===== src/rtl/ddr_rd_engine.sv =====
// ddr_rd_engine: issues a run of 64-byte AXI4 INCR read bursts (8 beats x 8 bytes)
// starting at a 64-byte aligned base, keeping at most MAX_OUTSTANDING bursts in
// flight, and accumulates beat count, sticky error flag and an optional checksum.
// Optional feature: define DDR_RD_XSUM_EN to build the XOR checksum register;
// without it rd_xsum is tied to zero.
module ddr_rd_engine #(
   parameter int unsigned MAX_OUTSTANDING = 4
) (
   input  logic        clk,
   input  logic        rstn,
   input  logic        RSTART_REG,
   input  logic [31:0] RADDR_REG,
   input  logic [31:0] RNBURST_REG,
   output logic        RIDLE_REG,
   output logic [31:0] m_axi_araddr,
   output logic [7:0]  m_axi_arlen,
   output logic [2:0]  m_axi_arsize,
   output logic [1:0]  m_axi_arburst,
   output logic        m_axi_arvalid,
   input  logic        m_axi_arready,
   input  logic [63:0] m_axi_rdata,
   input  logic [1:0]  m_axi_rresp,
   input  logic        m_axi_rlast,
   input  logic        m_axi_rvalid,
   output logic        m_axi_rready,
   output logic [31:0] rd_beats,
   output logic        rd_err,
   output logic [63:0] rd_xsum
);

   typedef enum logic [1:0] {S_IDLE, S_RUN, S_DRAIN} state_t;

   localparam logic [3:0] MAX_OUT = 4'(MAX_OUTSTANDING);

   state_t      state_q;
   logic [31:0] araddr_q;
   logic [15:0] nburst_q;
   logic [15:0] issued_q, issued_d;
   logic [3:0]  outst_q, outst_d;
   logic        arvalid_q;
   logic        rready_q;
   logic        ridle_q;
   logic [31:0] beats_q;
   logic        err_q;

   logic ar_hs, r_hs, rlast_hs, start_acc;

   assign ar_hs     = arvalid_q & m_axi_arready;
   assign r_hs      = m_axi_rvalid & rready_q;
   assign rlast_hs  = r_hs & m_axi_rlast;
   assign start_acc = (state_q == S_IDLE) & RSTART_REG & (|RNBURST_REG[15:0]);

   // Next values of the issue and in-flight counters from this cycle's handshakes.
   always_comb begin
      issued_d = issued_q + 16'(ar_hs);
      outst_d  = outst_q;
      case ({ar_hs, rlast_hs})
         2'b10:   outst_d = outst_q + 4'd1;
         2'b01:   outst_d = outst_q - 4'd1;
         default: outst_d = outst_q;
      endcase
   end

   // Job sequencer: state, AR channel, R acceptance and status registers.
   // NOTE: reset is synchronous here, so rstn is tested inside the clocked block
   // rather than listed in the sensitivity list.
   always_ff @(posedge clk) begin
      if (!rstn) begin
         state_q   <= S_IDLE;
         araddr_q  <= '0;
         nburst_q  <= '0;
         issued_q  <= '0;
         outst_q   <= '0;
         arvalid_q <= 1'b0;
         rready_q  <= 1'b0;
         ridle_q   <= 1'b1;
         beats_q   <= '0;
         err_q     <= 1'b0;
      end else begin
         // Status accumulates on every accepted beat; a start below overrides it.
         if (r_hs) begin
            beats_q <= beats_q + 32'd1;
            if (|m_axi_rresp) err_q <= 1'b1;
         end
         case (state_q)
            S_IDLE: begin
               if (start_acc) begin
                  state_q   <= S_RUN;
                  araddr_q  <= {RADDR_REG[31:6], 6'b0};
                  nburst_q  <= RNBURST_REG[15:0];
                  issued_q  <= '0;
                  outst_q   <= '0;
                  arvalid_q <= 1'b1;
                  rready_q  <= 1'b1;
                  ridle_q   <= 1'b0;
                  beats_q   <= '0;
                  err_q     <= 1'b0;
               end
            end
            S_RUN: begin
               issued_q <= issued_d;
               outst_q  <= outst_d;
               if (ar_hs) araddr_q <= araddr_q + 32'd64;
               // A pending request is held until accepted; otherwise re-evaluate
               // against the post-handshake counters.
               if (!arvalid_q || ar_hs)
                  arvalid_q <= (issued_d < nburst_q) && (outst_d < MAX_OUT);
               if (ar_hs && (issued_d == nburst_q)) state_q <= S_DRAIN;
            end
            S_DRAIN: begin
               outst_q <= outst_d;
               if (rlast_hs && (outst_q == 4'd1)) begin
                  state_q  <= S_IDLE;
                  rready_q <= 1'b0;
                  ridle_q  <= 1'b1;
               end
            end
            default: state_q <= S_IDLE;
         endcase
      end
   end

`ifdef DDR_RD_XSUM_EN
   logic [63:0] xsum_q;

   // XOR checksum of accepted data beats, cleared on an accepted start.
   always_ff @(posedge clk) begin
      if (!rstn)          xsum_q <= '0;
      else if (start_acc) xsum_q <= '0;
      else if (r_hs)      xsum_q <= xsum_q ^ m_axi_rdata;
   end

   assign rd_xsum = xsum_q;

   logic unused_bits;
   assign unused_bits = ^{RADDR_REG[5:0], RNBURST_REG[31:16]};
`else
   assign rd_xsum = '0;

   logic unused_bits;
   assign unused_bits = ^{RADDR_REG[5:0], RNBURST_REG[31:16], m_axi_rdata};
`endif

   assign RIDLE_REG     = ridle_q;
   assign m_axi_araddr  = araddr_q;
   assign m_axi_arlen   = 8'd7;
   assign m_axi_arsize  = 3'd3;
   assign m_axi_arburst = 2'd1;
   assign m_axi_arvalid = arvalid_q;
   assign m_axi_rready  = rready_q;
   assign rd_beats      = beats_q;
   assign rd_err        = err_q;

endmodule


===== config.mk =====
export PLATFORM = sky130hd
export DESIGN_NAME = ddr_rd_engine
export DESIGN_NICKNAME = d
export VERILOG_FILES = /design/src/rtl/ddr_rd_engine.sv
export SDC_FILE = /design/constraint.sdc
export NUM_CORES = 1
export LEC_CHECK = 0
export ABC_AREA = 1
export CAP_MARGIN = 40
export CELL_PAD_IN_SITES_DETAIL_PLACEMENT = 0
export CELL_PAD_IN_SITES_GLOBAL_PLACEMENT = 1
export CORE_ASPECT_RATIO = 0.7
export CORE_MARGIN = 1.5
export CORE_UTILIZATION = 32
export CTS_CLUSTER_SIZE = 25
export DETAILED_ROUTE_END_ITERATION = 16
export PLACE_DENSITY = 0.92
export SETUP_SLACK_MARGIN = 0.02
export SYNTH_ARGS = -nofsm -noshare
export SYNTH_HDL_FRONTEND = slang
export SYNTH_SLANG_ARGS = --single-unit

===== constraint.sdc =====
create_clock -name clk -period 4.3 [get_ports clk]
set_clock_uncertainty 0.05 [all_clocks]
set_input_delay 0.43 -clock clk [delete_from_list [all_inputs] [get_ports clk]]
set_output_delay 0.43 -clock clk [all_outputs]
set_load 0.01 [all_outputs]

* Word level (Yosys, flattened, before mapping) *
Cells that the tools add are included.

word-level totals
  bits in registers = 106
  input bits = 136
  logic and storage cells = 79
  output and inout bits = 145

operators by class
  equal/unequal tests = 11
  add/subtract/negate cells = 5
  bitwise logic cells = 5
  multiplexer cells = 27
  reduce and logical (&&, ||, !) cells = 19
  order comparisons = 2

operators by type and width
  cell                   number
  $mux 32                5
  $pmux 32 s2            1
  $add 32x1->32 const B  1
  $add 32x7->32 const B  1
  $pmux 16 s2            1
  $add 16x1->16          1
  $eq 16x16->1           1
  $lt 16x16->1           1
  $mux 16                1
  $pmux 4 s2             2
  $reduce_or 16->1       1
  $reduce_and 3->1       4
  $ne 2x2->1 const B     5
  $mux 1                 9
  $mux 2                 3
  $pmux 1 s2             3
  $pmux 2 s3             1
  $reduce_and 2->1       3
  $reduce_bool 2->1      3
  $and 1x1->1            5
  $add 4x1->4 const B    1
  $eq 2x1->1 const B     2
  $eq 2x2->1 const B     2
  $eq 4x1->1 const B     1
  8 further kinds        11

* Depth between registers and ports, before layout *
  depth in word-level cells = 8
  gate-level depth with buffers = 18
  mapped depth without buffers = 18

* Worst setup path after synthesis *
Ideal clock, no wire load.

  path type = input -> register
  from = input port m_axi_arready
  to = register state_q[0]
  data arrival time = 2.280 ns
  buffers on the path = 0
  setup slack = 1.838 ns
  stages = 16
  required time = 4.118 ns
  path through = nand2_1 -> inv_1 -> ha_1 -> nand3_2 -> nor3_4 -> nand2_1 -> nor3_1 -> nor2_2 -> ha_1 -> nand4_1 -> nor2_1 -> nand3_1 -> nand2_1 -> nand3_1 -> nand2_1 -> a21oi_1

between the ends
  cells in the longest elaborated chain, start to end = 6

RTL lines
  element                              RTL line  RTL
  from (decl)                          20        input logic m_axi_arready,
  $and 1x1->1 *                        48        assign ar_hs = arvalid_q & m_axi_arready;
  $add 16x1->16                        55        issued_d = issued_q + 16'(ar_hs);
  $eq 16x16->1                         108       if (ar_hs && (issued_d == nburst_q)) state_q <= S_DRAIN;
  $logic_and 1x1->1 *                  108
  $ne 2x2->1 (no source line) *        -
  $reduce_and 3->1 (no source line) *  -
  to (signal assigned)                 108
  to (signal assigned)                 113       state_q <= S_IDLE;
  to (signal assigned)                 118       default: state_q <= S_IDLE;
  to (decl)                            35        state_t state_q;

Mark *: on every way between the ends. The rest lies on a longest branch, timed or not.
A chain may end at the register's enable or synchronous reset.

* Final worst setup path *
Ends and elaborated chain as after synthesis.

==> flow_summary.toml <==
[run_status]
status = "complete, no violations"

[timing]
final.setup.tns_ps = 0
post-route-period-util_pct = 72.2
period_minus_slack_ps = 3100
max_slew_margin_pct = 61.4
tightestPinTransition_ps = 577
layout_setup_ws_ps = 1200
finalHoldViolCount = 0
rsz0062_at_grt = "false"
finalMaxSlewViolations = 0
setup_violations = 0
fmax_mhz = 322

[floorplanning]
io_pins = 281
start_util_pct = 32.8
rows = 45
core_um2 = 21800
floorplan.die_area_um2 = 23200
die_w_um = 181
die_h_um = 128

[power_and_ir_drop]
power.density_nw_per_um2 = 442
p_sw_share_pct = 41.6
peakVddDrop_mv = 0.288
internal-power_mw = 2.20
p_leak_nw = 3.39
clkPwrFrac_pct = 22.0
power_frac_comb_pct = 42.1
p_seq_share_pct = 35.8
p_total_mw = 3.76
p_switching_mw = 1.56

[final_layout]
final_core_util_pct = 39.0
regArea_um2 = 2000
fin_nets = 1376
area_delta_synth_final_pct = 19.1
drive_gt1_share_pct = 6.09
antennaDiodeCount = 0
multiInputGateArea_um2 = 4340
mostFrequentLayoutCells = "324 x nand2_1, 174 x nor2_1, 111 x clkdlybuf4s50_1, 100 x dfxtp_1, 83 x conb_1"
fillCellCount = 2334
final_common_cell = "nand2_1"

[clock_tree]
clock-sinks = 100
cts_buffers = 9
post_cts_buffers = 0
cts_tree = "done"
root_buffer = "clkbuf_16"
h-tree-depth = 3
cts_buffer_depth = 2
postCtsHoldBufs = 0
clkLatencyLatePin_ps = 360
cts_resized = 0
clk_pin_slew_worst_paths_ps = 70

[global_routing]
grt_max_degree = 39
grt_pass1_wl_mm = 30.5
grt.total_usage_pct = 16.6
grt_pass1_vias = 5864
grt_overflow = 0
antenna_found_initial = 0

[worst_setup_path]
path_class = "in -> reg"
crit_chain = "clkdlybuf4s50_1, nand2_1, inv_1, ha_1, nand3_2, nor3_4, nand2_1, nor3_1, nor2_2, ha_1, nand4_1, nor2_1, nand3_1, nand2_1, nand3_1, nand2_1, a21oi_1"
crit_path_start_kind = "input port"
slowest_delay_ps = 510
slowest_stage = "clkdlybuf4s50_1"
crit_end = "state_q[0]$_SDFFE_PN0P_"
crit_top_cell = "nand2_1"
critPathRequiredTime_ps = 4480
path_buf_inv = 2
ff2ff_setup_slack_ps = 1390
cp.depth = 17
arrival_ps = 3280
critPathMaxFanout = 4
crit_path_end_kind = "register"
reg2reg_from = "m_axi_arvalid$_SDFFE_PN0P_"
rr_worst_depth = 16
crit_family = "simple AND/OR/NAND/NOR gates"
crit_start = "m_axi_arready"
r2r_end = "state_q[0]$_SDFFE_PN0P_"

[detailed_routing]
drc_errors = 0
wl_per_cell_um = 12.8
drt-met1-wl_mm = 10.0
highest-signal-layer = "met4"
dr_wl_met2_mm = 7.81
viasPerCell = 4.52
drtIter0Drc = 506
wl_met3_mm = 1.20
via_count = 6771
drt_pass1_iterations = 5
antenna_left = 0
finalWirelength_mm = 19.2

[synthesis]
postSynthRegisterBits = 100
syn_inst = 1113
ys_seq_area_share_pct = 28.1
ys_top_cells_by_area = "dfxtp_1 28%, nand2_1 17%, nor2_1 9.2%, buf_4 8.9%, ha_1 5.1%"
syn_avg_cell_area_um2 = 6.41
synth.top_cell.area_share_pct = 28.1
syn_area_um2 = 7140
yosys_warnings = 0
synth.distinct_cells = 40
synth_top_area_cell = "dfxtp_1"

[flow_run]
maxCapViolCount = 0

[hold_path]
hp-class = "reg -> reg"

[place]
io_buffer_count = 111
hpwl_mm = 14.5
pre_cts_ws_ps = 829
place_congestion = 0.869
==> logic make-up (layout without fill, tap and decap cells) <==
family | after synthesis | count (layout) | synth area share (%)
DFF | 100 | 100 | 28.1
other | 2 | 83 | 0.105
and+or+nand+nor | 620 | 620 | 37.8
AOI/OAI and AO/OA | 129 | 129 | 9.43
xor gates and xnor gates | 34 | 34 | 4.17
adders and majority gates | 29 | 29 | 5.08
buffers and inverters | 199 | 220 | 15.3
==> sequential cells by signal (all words and copies together) (netlist names) <==
signal         flops
m_axi_arvalid      1
issued_q          16
rd_err             1
RIDLE_REG          1
nburst_q          16
rd_beats          32
m_axi_araddr      26
m_axi_rready       1
state_q            2
outst_q            4
==> metrics by stage <==
| stage | hold WS, ps | cells | cell area [µm²] |
|---|---|---|---|
| 2_1_floorplan | 385 | 1194 | 7440 |
| 3_3_place_gp | 384 | 1481 | 8180 |
| 3_5_place_dp | 391 | 1482 | 8210 |
| 4_1_cts | 403 | 1497 | 8500 |
| 5_1_grt | 422 | 1497 | 8500 |
| 6_report | 398 | 1497 | 8500 |
==> power groups by stage <==
stage,Clock [mW],Combinational (mW),Sequential (mW)
after detailed placement,0,1.58,1.36
after CTS,0.860,1.59,1.34
after global placement,0,1.56,1.35
after floorplan,0,1.06,1.35
after global routing,0.894,1.79,1.37
final,0.829,1.58,1.35
==> synth_stat cells, drive strengths merged <==
library cell    n
clkbuf         13
nand2         337
nor3           10
nand3          54
and3            1
nand3b         12
buf            97
o22ai           1
a211oi          2
inv            86
o211ai          1
a31oi           1
o21ai          46
xnor2           8
o21a            4
dfxtp         100
or2             8
clkinv          3
xor2           26
o21bai          3
nor2          188
a21oi          71
conb            2
nor3b           1
nand4           9
ha             29
==> tightest hold or removal path, cell delays in order (launching register included) <==
cell and delay [ps]:
dfxtp_1 310, inv_1 40, a21oi_1 50
==> cell type report <==
cell class | instances | area share [%]
clock buffer | 10 | 2.69
inverter | 89 | 3.99
multi-input combinational | 895 | 51.1
sequential | 100 | 23.6
timing repair buffer | 116 | 13.8
tap | 282 | 4.15
clock inverter | 5 | 0.722
==> worst min-delay path by stage <==
stage | slack (ps) | end | depth (start not counted) | from
finish | 400 | rd_err$_SDFF_PN0_ | 2 | rd_err$_SDFF_PN0_
global route | 420 | rd_err$_SDFF_PN0_ | 2 | rd_err$_SDFF_PN0_
CTS | 400 | rd_err$_SDFF_PN0_ | 2 | rd_err$_SDFF_PN0_
detailed placement | 390 | rd_err$_SDFF_PN0_ | 2 | rd_err$_SDFF_PN0_
global placement | 380 | rd_err$_SDFF_PN0_ | 2 | rd_err$_SDFF_PN0_
floorplan | 390 | nburst_q[1]$_SDFFE_PN0P_ | 2 | nburst_q[1]$_SDFFE_PN0P_
==> layer usage <==
metal	vias up	global-route usage [%]
met5	-	0
met4	0	3.97
met3	16	3.41
met2	213	24.0
met1	3002	24.8
li1	3540	-
No activity file was read; power rests on OpenSTA's default activity.
==> RTL edit: new RTL, config.mk and constraints unchanged <==
The 3 states of `state_t` get a one-hot encoding in 3 bits.
--- a/src/rtl/ddr_rd_engine.sv
+++ b/src/rtl/ddr_rd_engine.sv
@@ -28,7 +28,7 @@
    output logic [63:0] rd_xsum
 );
 
-   typedef enum logic [1:0] {S_IDLE, S_RUN, S_DRAIN} state_t;
+   typedef enum logic [2:0] {S_IDLE = 3'b001, S_RUN = 3'b010, S_DRAIN = 3'b100} state_t;
 
    localparam logic [3:0] MAX_OUT = 4'(MAX_OUTSTANDING);
 
Behaviour: no difference found for any inputs over 4 cycles, from zero or initial values and one cycle with rstn low; so few cycles prove little.
==> RTL edit against the unedited design <==
  * The flow now finishes with violations (DRC)
  * Sequential share of layout area grew 0.63 points
  * Setup slack worse by 0.25 ns
  * Cell area is 1.6% lower
  * Wire length fell by 0.43%
  * Largest cell class unchanged
  * Fmax decreased by 7.4%
  * Critical path type unchanged
  * Die area shrank 1.5%
  * Sequential cell count grew 1
  * Area after synthesis fell by 1.5%
Power is not compared: it rests on default switching activity, and its combinational part moved more than twofold at a synthesized area within 25%.
==> RTL edit: results (changes against the unedited design) <==
| Metric | Value |
|---|---|
| Number of setup buffers added after CTS | `0 (unchanged)` |
| Share of post-route cells with drive strength above 1 | `4.52% (-1.6 points)` |
| Clock root buffer | `clkbuf_16` |
| Final nets | `1373 (-0.22%)` |
| First-pass GRT wire length | `30.8 mm (+0.99%)` |
| Final wirelength | `19.1 mm (-0.43%)` |
| WP data arrival | `3.59 ns (+0.31 ns)` |
| Largest net degree at the start of global routing | `64 (+64%)` |
| Register area share after synthesis | `28.8% (+0.72 points)` |
| Failing checks | `DRC` |
| Later-pin clock latency in the skew report | `0.36 ns (about the same)` |
| DR pass1 iterations | `14 (+9)` |
| Synth top area share | `28.8% (+0.72 points)` |
| 1st-iter DRT viols | `521 (+3.0%)` |
| Max VDD drop | `0.176 mV` |
| Static Leakage | `3.36 nW` |
| Vias in the first global route | `6106 (+4.1%)` |
| CTS Buffer Depth | `2 (unchanged)` |
| Predominant post-synthesis flop cell | `dfxtp_1` |
| Cells after synthesis | `1114 (+0.090%)` |
| Via/cell ratio | `4.60 (+1.6%)` |
| Crit path max fanout | `4 (unchanged)` |
| H-tree Lvls | `3 (unchanged)` |
| Reg2Reg Setup Slack | `1.14 ns (-0.25 ns)` |
| Async set-reset flop share out of synthesis | `0% (unchanged)` |
| Max FFs per register | `32 (unchanged)` |
| DRC | `7 (+7)` |
| Hold Path Class | `reg2reg` |
| Drt wl/cell | `12.8 um (-0.56%)` |
| Top cells by area, synth | `dfxtp_1 (29%), nand2_1 (18%), buf_4 (9.2%)` |
| Placed cell count | `1483 (+0.067%)` |
| Status | `complete, but fails checks` |
| Worst slew pin tran | `0.845 ns (+0.268 ns)` |
| Starting density of the core | `32.5% (-0.25 points)` |
| Post-CTS sizing | `0 (unchanged)` |
| Port Buffer Count | `111 (unchanged)` |
| GRT Util Overall | `16.6% (+0.055 points)` |
| HPWL Detailed | `14.6 mm (+0.41%)` |
| Diodes inserted | `0 (unchanged)` |
| Final Hold Viols | `0 (unchanged)` |
| Initial antenna violation count | `0 (unchanged)` |
| GPL Wtd Cong | `0.868 (-0.12%)` |
| Netlist cell types | `40 (unchanged)` |
| Ys Warns | `0 (unchanged)` |
| Total CTS buffers | `9 (unchanged)` |
| Top cells by count, synth | `nand2_1 (329), nor2_1 (136), inv_1 (110)` |
| Clock-pin slew on the worst setup and hold paths | `0.07 ns (about the same)` |
-- RTL edit: cell count changes after synthesis, sizes merged, moves of 4 or more --
cell    delta
buf        +4
ha         -4
inv       +26
nand2      -5
nand3     +11
nand3b     -5
nand4      +6
nor2      -44
nor3      +16
o21ai      -4
xor2       -8
-- RTL edit: cell families (layout without fill, tap and decap cells) --
group	count (synthesis)	after routing	share of synthesized area, %
flip-flops	101	101	28.8
other	2	83	0.107
buffers and inverters	225	247	17.2
adder cells (fa/ha/maj)	25	25	4.45
AND/OR/NAND/NOR	602	602	36.1
XOR/XNOR	25	25	3.12
AO/OA/AOI/OAI	134	134	10.3
-- RTL edit: through the flow --
| stage | worst slack, ns | hold slack [ns] | area (um^2) |
|---|---|---|---|
| 3_3_place_gp | 0.663 | 0.403 | 8050 |
| 5_1_grt | 0.686 | 0.436 | 8360 |
| 4_1_cts | 0.979 | 0.416 | 8360 |
| 6_report | 0.948 | 0.411 | 8360 |
| 3_5_place_dp | 0.607 | 0.405 | 8060 |
| 2_1_floorplan | 1.69 | 0.385 | 7330 |
-- RTL edit: critical path, cell delays in order --
cell             delay (ns)
clkdlybuf4s50_1        0.49
nand2_1                0.13
inv_1                  0.14
ha_1                   0.20
nand3_1                0.13
nor2_1                 0.22
nand3_2                0.15
nor2_2                 0.18
nand3_1                0.11
and2_1                 0.18
ha_1                   0.29
nand4_1                0.13
nor3_1                 0.38
inv_1                  0.11
nor2_1                 0.10
nand4_1                0.08
a21oi_1                0.14
-- RTL edit: path summary, 6_finish.rpt --
kind | startpoint | endpoint | depth (start not counted)
setup / recovery | m_axi_arready | state_q[2] | 17
hold / removal | nburst_q[7] | nburst_q[7] | 2
setup reg to reg | m_axi_arvalid | state_q[2] | 16
hold reg to reg | nburst_q[7] | nburst_q[7] | 2
-- RTL edit: layer usage --
layer  GRT usage, %  part of all wire (%)
met1           23.3                    51
met3           3.93                   5.7
met5              0                     0
met4           3.21                  0.75
met2           26.2                    43
-- RTL edit: cell type report --
class / count / area [um^2]
fillers: 2325 / 13300
repair buffers: 118 / 1170
flip-flops and latches: 101 / 2020
well taps: 282 / 353
multi-input cells: 869 / 4100
clock inverters: 6 / 53.8
clock buffers: 10 / 239
inverters: 113 / 424
-- RTL edit: power by group --
group	internal, W	leakage [nW]	switching (W)
combinational	0.000206	2.39	0.000298
sequential	0.000993	0.824	0.0000603
clock	0.000419	0.142	0.000402
total	0.00162	3.36	0.000760
